### config.mk
export PLATFORM = sky130hd
export DESIGN_NAME = db_multi_flat
export DESIGN_NICKNAME = d
export VERILOG_FILES = /design/src/rtl/db_multi_if.sv /design/src/rtl/db_multi.sv /design/src/flat_wrapper.sv
export SDC_FILE = /design/constraint.sdc
export NUM_CORES = 1
export LEC_CHECK = 0
export BUFFER_PORTS_ARGS = -buffer_cell sky130_fd_sc_hd__buf_2
export CAP_MARGIN = 25
export CORE_MARGIN = 10
export CORE_UTILIZATION = 30
export DETAILED_ROUTE_END_ITERATION = 7
export HOLD_SLACK_MARGIN = 0.05
export PLACE_DENSITY_LB_ADDON = 0.12
export SLEW_MARGIN = 20
export SYNTH_ARGS = -nofsm -noshare
export SYNTH_HDL_FRONTEND = slang
export SYNTH_SLANG_ARGS = --single-unit
### constraint.sdc
create_clock -name clk -period 5.4 [get_ports clk]
set_clock_uncertainty 0.2 [all_clocks]
set_input_delay 1.08 -clock clk [delete_from_list [all_inputs] [get_ports clk]]
set_output_delay 1.08 -clock clk [all_outputs]
set_load 0.005 [all_outputs]
### src/rtl/db_multi_if.sv
// Raw-input / debounced-output bundle for db_multi.
// The slave side is the debouncer, the master side drives the raw inputs.
interface db_multi_if #(
  parameter int CHANNELS = 4
);
  logic [CHANNELS-1:0] raw_input;
  logic [CHANNELS-1:0] db;
  logic [CHANNELS-1:0] rise;
  logic [CHANNELS-1:0] fall;
  logic                any_change;
  logic                tick;

  modport master (
    output raw_input,
    input  db,
    input  rise,
    input  fall,
    input  any_change,
    input  tick
  );

  modport slave (
    input  raw_input,
    output db,
    output rise,
    output fall,
    output any_change,
    output tick
  );
endinterface

### src/rtl/db_multi.sv
// Multi-channel debouncer: 2-flop sync, shared tick enable,
// per-channel stable-for-N-ticks filter with rise/fall pulses.
module db_multi #(
  parameter int CHANNELS     = 4,
  parameter int TICK_DIV     = 100000,
  parameter int STABLE_TICKS = 3
) (
  input  logic         clk,
  input  logic         rst,
  db_multi_if.slave    bus
);

  localparam int PW = (TICK_DIV > 1) ?
                      $clog2(TICK_DIV) : 1;
  localparam int CW = (STABLE_TICKS > 1) ?
                      $clog2(STABLE_TICKS) : 1;
  localparam logic [PW-1:0] P_LAST =
    PW'(TICK_DIV - 1);
  localparam logic [CW-1:0] C_LAST =
    CW'(STABLE_TICKS - 1);

  logic [CHANNELS-1:0] sync1;
  logic [CHANNELS-1:0] sync2;
  logic [PW-1:0]       presc;
  logic                tick;
  logic [CW-1:0]       cnt [CHANNELS];
  logic [CHANNELS-1:0] db_q;
  logic [CHANNELS-1:0] rise_q;
  logic [CHANNELS-1:0] fall_q;

  assign tick = (presc == P_LAST);

  // Two-stage synchroniser for the asynchronous inputs.
  always_ff @(posedge clk) begin
    if (rst) begin
      sync1 <= '0;
      sync2 <= '0;
    end else begin
      sync1 <= bus.raw_input;
      sync2 <= sync1;
    end
  end

  // Prescaler producing the shared sample-tick enable.
  always_ff @(posedge clk) begin
    if (rst) begin
      presc <= '0;
    end else if (tick) begin
      presc <= '0;
    end else begin
      presc <= presc + PW'(1);
    end
  end

  // Per-channel filter: a new level must survive STABLE_TICKS ticks.
  always_ff @(posedge clk) begin
    if (rst) begin
      db_q   <= '0;
      rise_q <= '0;
      fall_q <= '0;
      for (int i = 0; i < CHANNELS; i++) begin
        cnt[i] <= '0;
      end
    end else begin
      rise_q <= '0;
      fall_q <= '0;
      for (int i = 0; i < CHANNELS; i++) begin
        if (sync2[i] == db_q[i]) begin
          cnt[i] <= '0;
        end else if (tick) begin
          if (cnt[i] == C_LAST) begin
            db_q[i]   <= sync2[i];
            rise_q[i] <= sync2[i];
            fall_q[i] <= ~sync2[i];
            cnt[i]    <= '0;
          end else begin
            cnt[i] <= cnt[i] + CW'(1);
          end
        end
      end
    end
  end

  assign bus.db         = db_q;
  assign bus.rise       = rise_q;
  assign bus.fall       = fall_q;
  assign bus.any_change = |(rise_q | fall_q);
  assign bus.tick       = tick;

endmodule

### src/flat_wrapper.sv
// flat-port wrapper written by rule: the top's interface ports become plain ports
module db_multi_flat 
#(
  parameter int CHANNELS     = 4,
  parameter int TICK_DIV     = 100000,
  parameter int STABLE_TICKS = 3
)
  (clk, rst, bus_raw_input, bus_db, bus_rise, bus_fall, bus_any_change, bus_tick);
  db_multi_if #(.CHANNELS(CHANNELS)) bus_i ();
  input  logic clk;
  input  logic rst;
  input wire logic [$bits(bus_i.raw_input)-1:0] bus_raw_input;
  output wire logic [$bits(bus_i.db)-1:0] bus_db;
  output wire logic [$bits(bus_i.rise)-1:0] bus_rise;
  output wire logic [$bits(bus_i.fall)-1:0] bus_fall;
  output wire logic [$bits(bus_i.any_change)-1:0] bus_any_change;
  output wire logic [$bits(bus_i.tick)-1:0] bus_tick;
  assign bus_i.raw_input = bus_raw_input;
  assign bus_db = bus_i.db;
  assign bus_rise = bus_i.rise;
  assign bus_fall = bus_i.fall;
  assign bus_any_change = bus_i.any_change;
  assign bus_tick = bus_i.tick;
  db_multi #(.CHANNELS(CHANNELS), .TICK_DIV(TICK_DIV), .STABLE_TICKS(STABLE_TICKS)) u_core (.clk(clk), .rst(rst), .bus(bus_i));
endmodule
======== After elaboration in Yosys (flattened, before gate mapping) ========
Memory sizes are Yosys's and may differ from the RTL's.
Index checks and enable logic that the tools add are counted.
word-level totals
  memory bits (read-only) ................. 0
  latch bits .............................. 0
  RAM bits ................................ 8
  register bits after elaboration ......... 37
  input bits .............................. 6
  memories ................................ 1
  logic and storage cells ................. 132
cells by class
  add/sub/neg operators ................... 5
  $mul .................................... 0
  shift-type cells ........................ 0
  mux-type cells .......................... 66
  magnitude comparators ................... 0
  reduce and logical (&&, ||, !) cells .... 10
  bitwise operators ....................... 26
  equal/unequal tests ..................... 9
  divide/modulo/power cells ............... 0
memory list
  name        depth  bits a word  read ports  clocked after memory_dff  write ports  line            RTL
  u_core.cnt  4      2            4           0                         4            db_multi.sv:26  logic [CW-1:0] cnt [CHANNELS];
operator list
  kind                     number
  $mux W1                  54
  $mux W2                  12
  $reduce_or A4 Y1         5
  $add A17 B1 Y17 const B  1
  $eq A17 B17 Y1 const B   1
  $not A1 Y1               13
  $or A1 B1 Y1             12
  $reduce_and A3 Y1        4
  $add A2 B1 Y2 const B    4
  $eq A2 B2 Y1 const B     4
  $eq A1 B1 Y1             4
  $or A4 B4 Y4             1
  $reduce_or A2 Y1         1

======== Depth between registers and ports, before layout ========
  depth after elaboration ................. 8
  gate-level depth with buffers ........... 8
  gate-level depth less buffers ........... 6

======== Worst setup path before layout ========
OpenSTA, ideal clock, no wires.
  kind .................................... register to output
  start ................................... register u_core.presc[0]
  end ..................................... output port bus_tick
  data required time ...................... 4,120 ps
  path buffers ............................ 0
  slack ................................... 3,037 ps
  arrival ................................. 1,083 ps
  cell stages (with the launch flop) ...... 5
  cell sequence ........................... dfxtp_1 > ha_1 > and4_1 > nand4_4 > clkinv_2
between the ends
  word-level cells in the longest chain between the ends .. 1
RTL lines
  what                    line                RTL
  from (decl)             db_multi.sv:24      logic [PW-1:0] presc;
  from (signal assigned)  db_multi.sv:51      presc <= presc + PW'(1);
  $eq A17 B17 Y1          db_multi.sv:31      assign tick = (presc == P_LAST);
  to (decl)               flat_wrapper.sv:17  output wire logic [$bits(bus_i.tick)-1:0] bus_tick;
No other way between the ends.

======== Worst setup path in the final report ========
Ends and elaborated chain as after synthesis.

==> run summary <==
DRC Markers -> 0
Post-Route WL -> 3500 um
Avg Cell Area, Syn -> 10.4 sq um
Die Height -> 99.3 um
Global-route wire length before repair -> 6240 um
Number of global-route vias before repair -> 1352
Core Box Area -> 6030 sq um
Outcome -> completed
Via count -> 1313
Initial antenna violation count -> 0
IO Port Bufs -> 19
Die area -> 9860 sq um
Peak supply drop -> 0.0816 mV
Largest cells by area after synthesis -> dfxtp_1 (39%), edfxtp_1 (13%), xnor2_1 (5.1%)
Layout cells sized above 1 -> 0.177
Area of the multi-input gates -> 812 sq um
Distinct cells, synth -> 31
#FFs+latches synth -> 45
Area after DPL -> 2040 sq um
Worst Hold Class -> reg2reg
Pint -> 491 uW
CP Max Fanout -> 10
CTS max path bufs -> 2
Sequential Area -> 981 sq um
Resized cells post-CTS -> 0
Syn Inst Count -> 181
Final Power -> 611 uW
WP data arrival -> 1.68 ns
Post-CTS Setup Bufs -> 0
Skew-Pair Late Insertion Delay -> 0.29 ns
GP Congestion -> 0.834
Unrepaired setup endpoints after global routing -> false
Relative slew slack -> 0.572
Clock share of power -> 0.398
Max Cap Viol -> 0
Die Wd -> 99.3 um
Leading area contributor after synthesis -> dfxtp_1
PwrDens -> 285 nW/um^2
Post-synth top area share -> 0.393
Fraction of power spent switching nets -> 0.197
Largest net degree at the start of global routing -> 19
Grt total ovfl -> 0
Drt first pass iters -> 4
NetSw -> 120 uW
Total negative setup slack -> 0 ns
WL/cell -> 12.6 um
Detail Route Antenna Nets -> 0
Setup violators final -> 0
Comb power frac -> 0.028
Antenna Cells -> 0
Nets -> 213
Max Fclk -> 0.337 GHz
# fillers -> 612
Fin cells -> 278
Slew Limit Fails -> 0
Crit end category -> output port
Leakage -> 0.000761 uW
Hold Buf Count CTS -> 0
Startpoint Class -> register
CP Class -> reg2out
IO Count -> 20
Register area share after synthesis -> 0.520
Critical path required time -> 4.12 ns
Syn_nets -> 192
Cell Rows -> 28
Final critical-path required period -> 2.96 ns
Num Clock Sinks -> 45
Global-route usage over all layers -> 0.0761
DRT iter0 DRCs -> 46
TritonCTS buffer count -> 5
Clock root cell -> clkbuf_8
Worst Tran Pin Value -> 0.643 ns
Period utilization -> 0.549
Synth-to-Final Area Change -> 13.8%
# placed instances -> 270
Synth Cell Area -> 1890 sq um
Starting Density -> 0.313
CTS tree -> done
Yosys warning count -> 0
Clock transition at the registers of the reported paths -> 0.08 ns
H-tree lvl count -> 2
Sequential share of power -> 0.573
Fin area -> 2150 sq um
Final Hold Vio Count -> 0
Post-DR vias/cell -> 4.72
HPWL after detailed placement -> 2630 um
## state kept, by name (all words and copies together) (netlist names)
name,cells
u_core.bus.fall,4
u_core.bus.rise,4
u_core.bus.db,4
u_core.cnt,8
u_core.sync2,4
u_core.sync1,4
u_core.presc,17
## power by group through the flow
stage | sequential (uW) | combinational [uW] | clock, uW
after global placement | 358 | 16.8 | 0
after global routing | 351 | 19.5 | 275
after CTS | 350 | 17.8 | 257
after detailed placement | 358 | 17.6 | 0
after floorplan | 357 | 13.1 | 0
final | 350 | 17.4 | 243
## through the flow
stage	util	setup WS (ns)	hold slack, ns
6_report	0.356	2.44	0.239
2_1_floorplan	-	3.04	0.214
5_1_grt	0.356	2.32	0.256
3_5_place_dp	0.338	2.74	0.227
3_3_place_gp	0.338	2.80	0.220
4_1_cts	0.356	2.41	0.247
## placed cells by master, fill, tap and decap left out, types with 4 or more instances in the layout
cell and n:
nor2_1 15, a21oi_1 6, nor4_1 14, nor2b_1 8, nand2_1 6, nand4_1 4, edfxtp_1 8, dfxtp_1 37
inv_1 14, buf_2 19, xor2_1 6, ha_1 5, xnor2_1 11, clkbuf_8 5, nand3_1 10, nor4_2 4
nor4b_1 4, o21ai_0 4, or3_1 4
## worst max-delay path, cell delays in order, from the launching register on
cell and delay (ns):
dfxtp_1 0.36, ha_1 0.24, and4_1 0.33, nand4_4 0.16
clkinv_2 0.16, buf_2 0.14
## Yosys cell counts (all sizes together)
master	count
inv	14
or2	1
clkbuf	1
buf	4
or3	4
nor4	18
nand2b	2
clkinv	1
o31ai	2
o21ai	4
and4	2
ha	5
nor3	2
nor4b	5
nand2	6
xnor2	11
edfxtp	8
dfxtp	37
nor2	15
nand4	5
xor2	6
a21oi	6
or4	2
nor2b	8
and4bb	2
nand3	10
## area by class of cell
class,instances,area share
Sequential cell,45,0.457
Multi-Input combinational cell,116,0.378
Timing Repair Buffer,19,0.0443
Tap cell,75,0.0437
Clock buffer,6,0.0338
Inverter,15,0.0268
Clock inverter,2,0.0163
## metal layers
metal  vias to the layer above  routed length, um  GRT usage
met5                         -                  0          0
met4                         0                 75     0.0408
met3                         7                192     0.0242
met2                        22               1680      0.127
met1                       602               1550     0.0844
li1                        682                  -          -
## logic make-up after synthesis
kind of cell | count (synthesis) | share of synthesized area
simple gates | 82 | 0.284
flops | 45 | 0.520
buf+inv | 20 | 0.0497
xor+xnor | 17 | 0.0789
compound gates | 12 | 0.0345
fa+ha+maj | 5 | 0.0332
## final timing paths
kind	start	to	slack, ns	depth (start not counted)
worst max-delay path	u_core.presc[0]	bus_tick	2.44	5
worst min register to register	u_core.sync1[1]	u_core.sync2[1]	0.24	1
worst min-delay path	u_core.sync1[1]	u_core.sync2[1]	0.24	1
worst max register to register	u_core.presc[0]	u_core.cnt[0][6]	3.26	6
No activity file was read; power rests on OpenSTA's default activity.
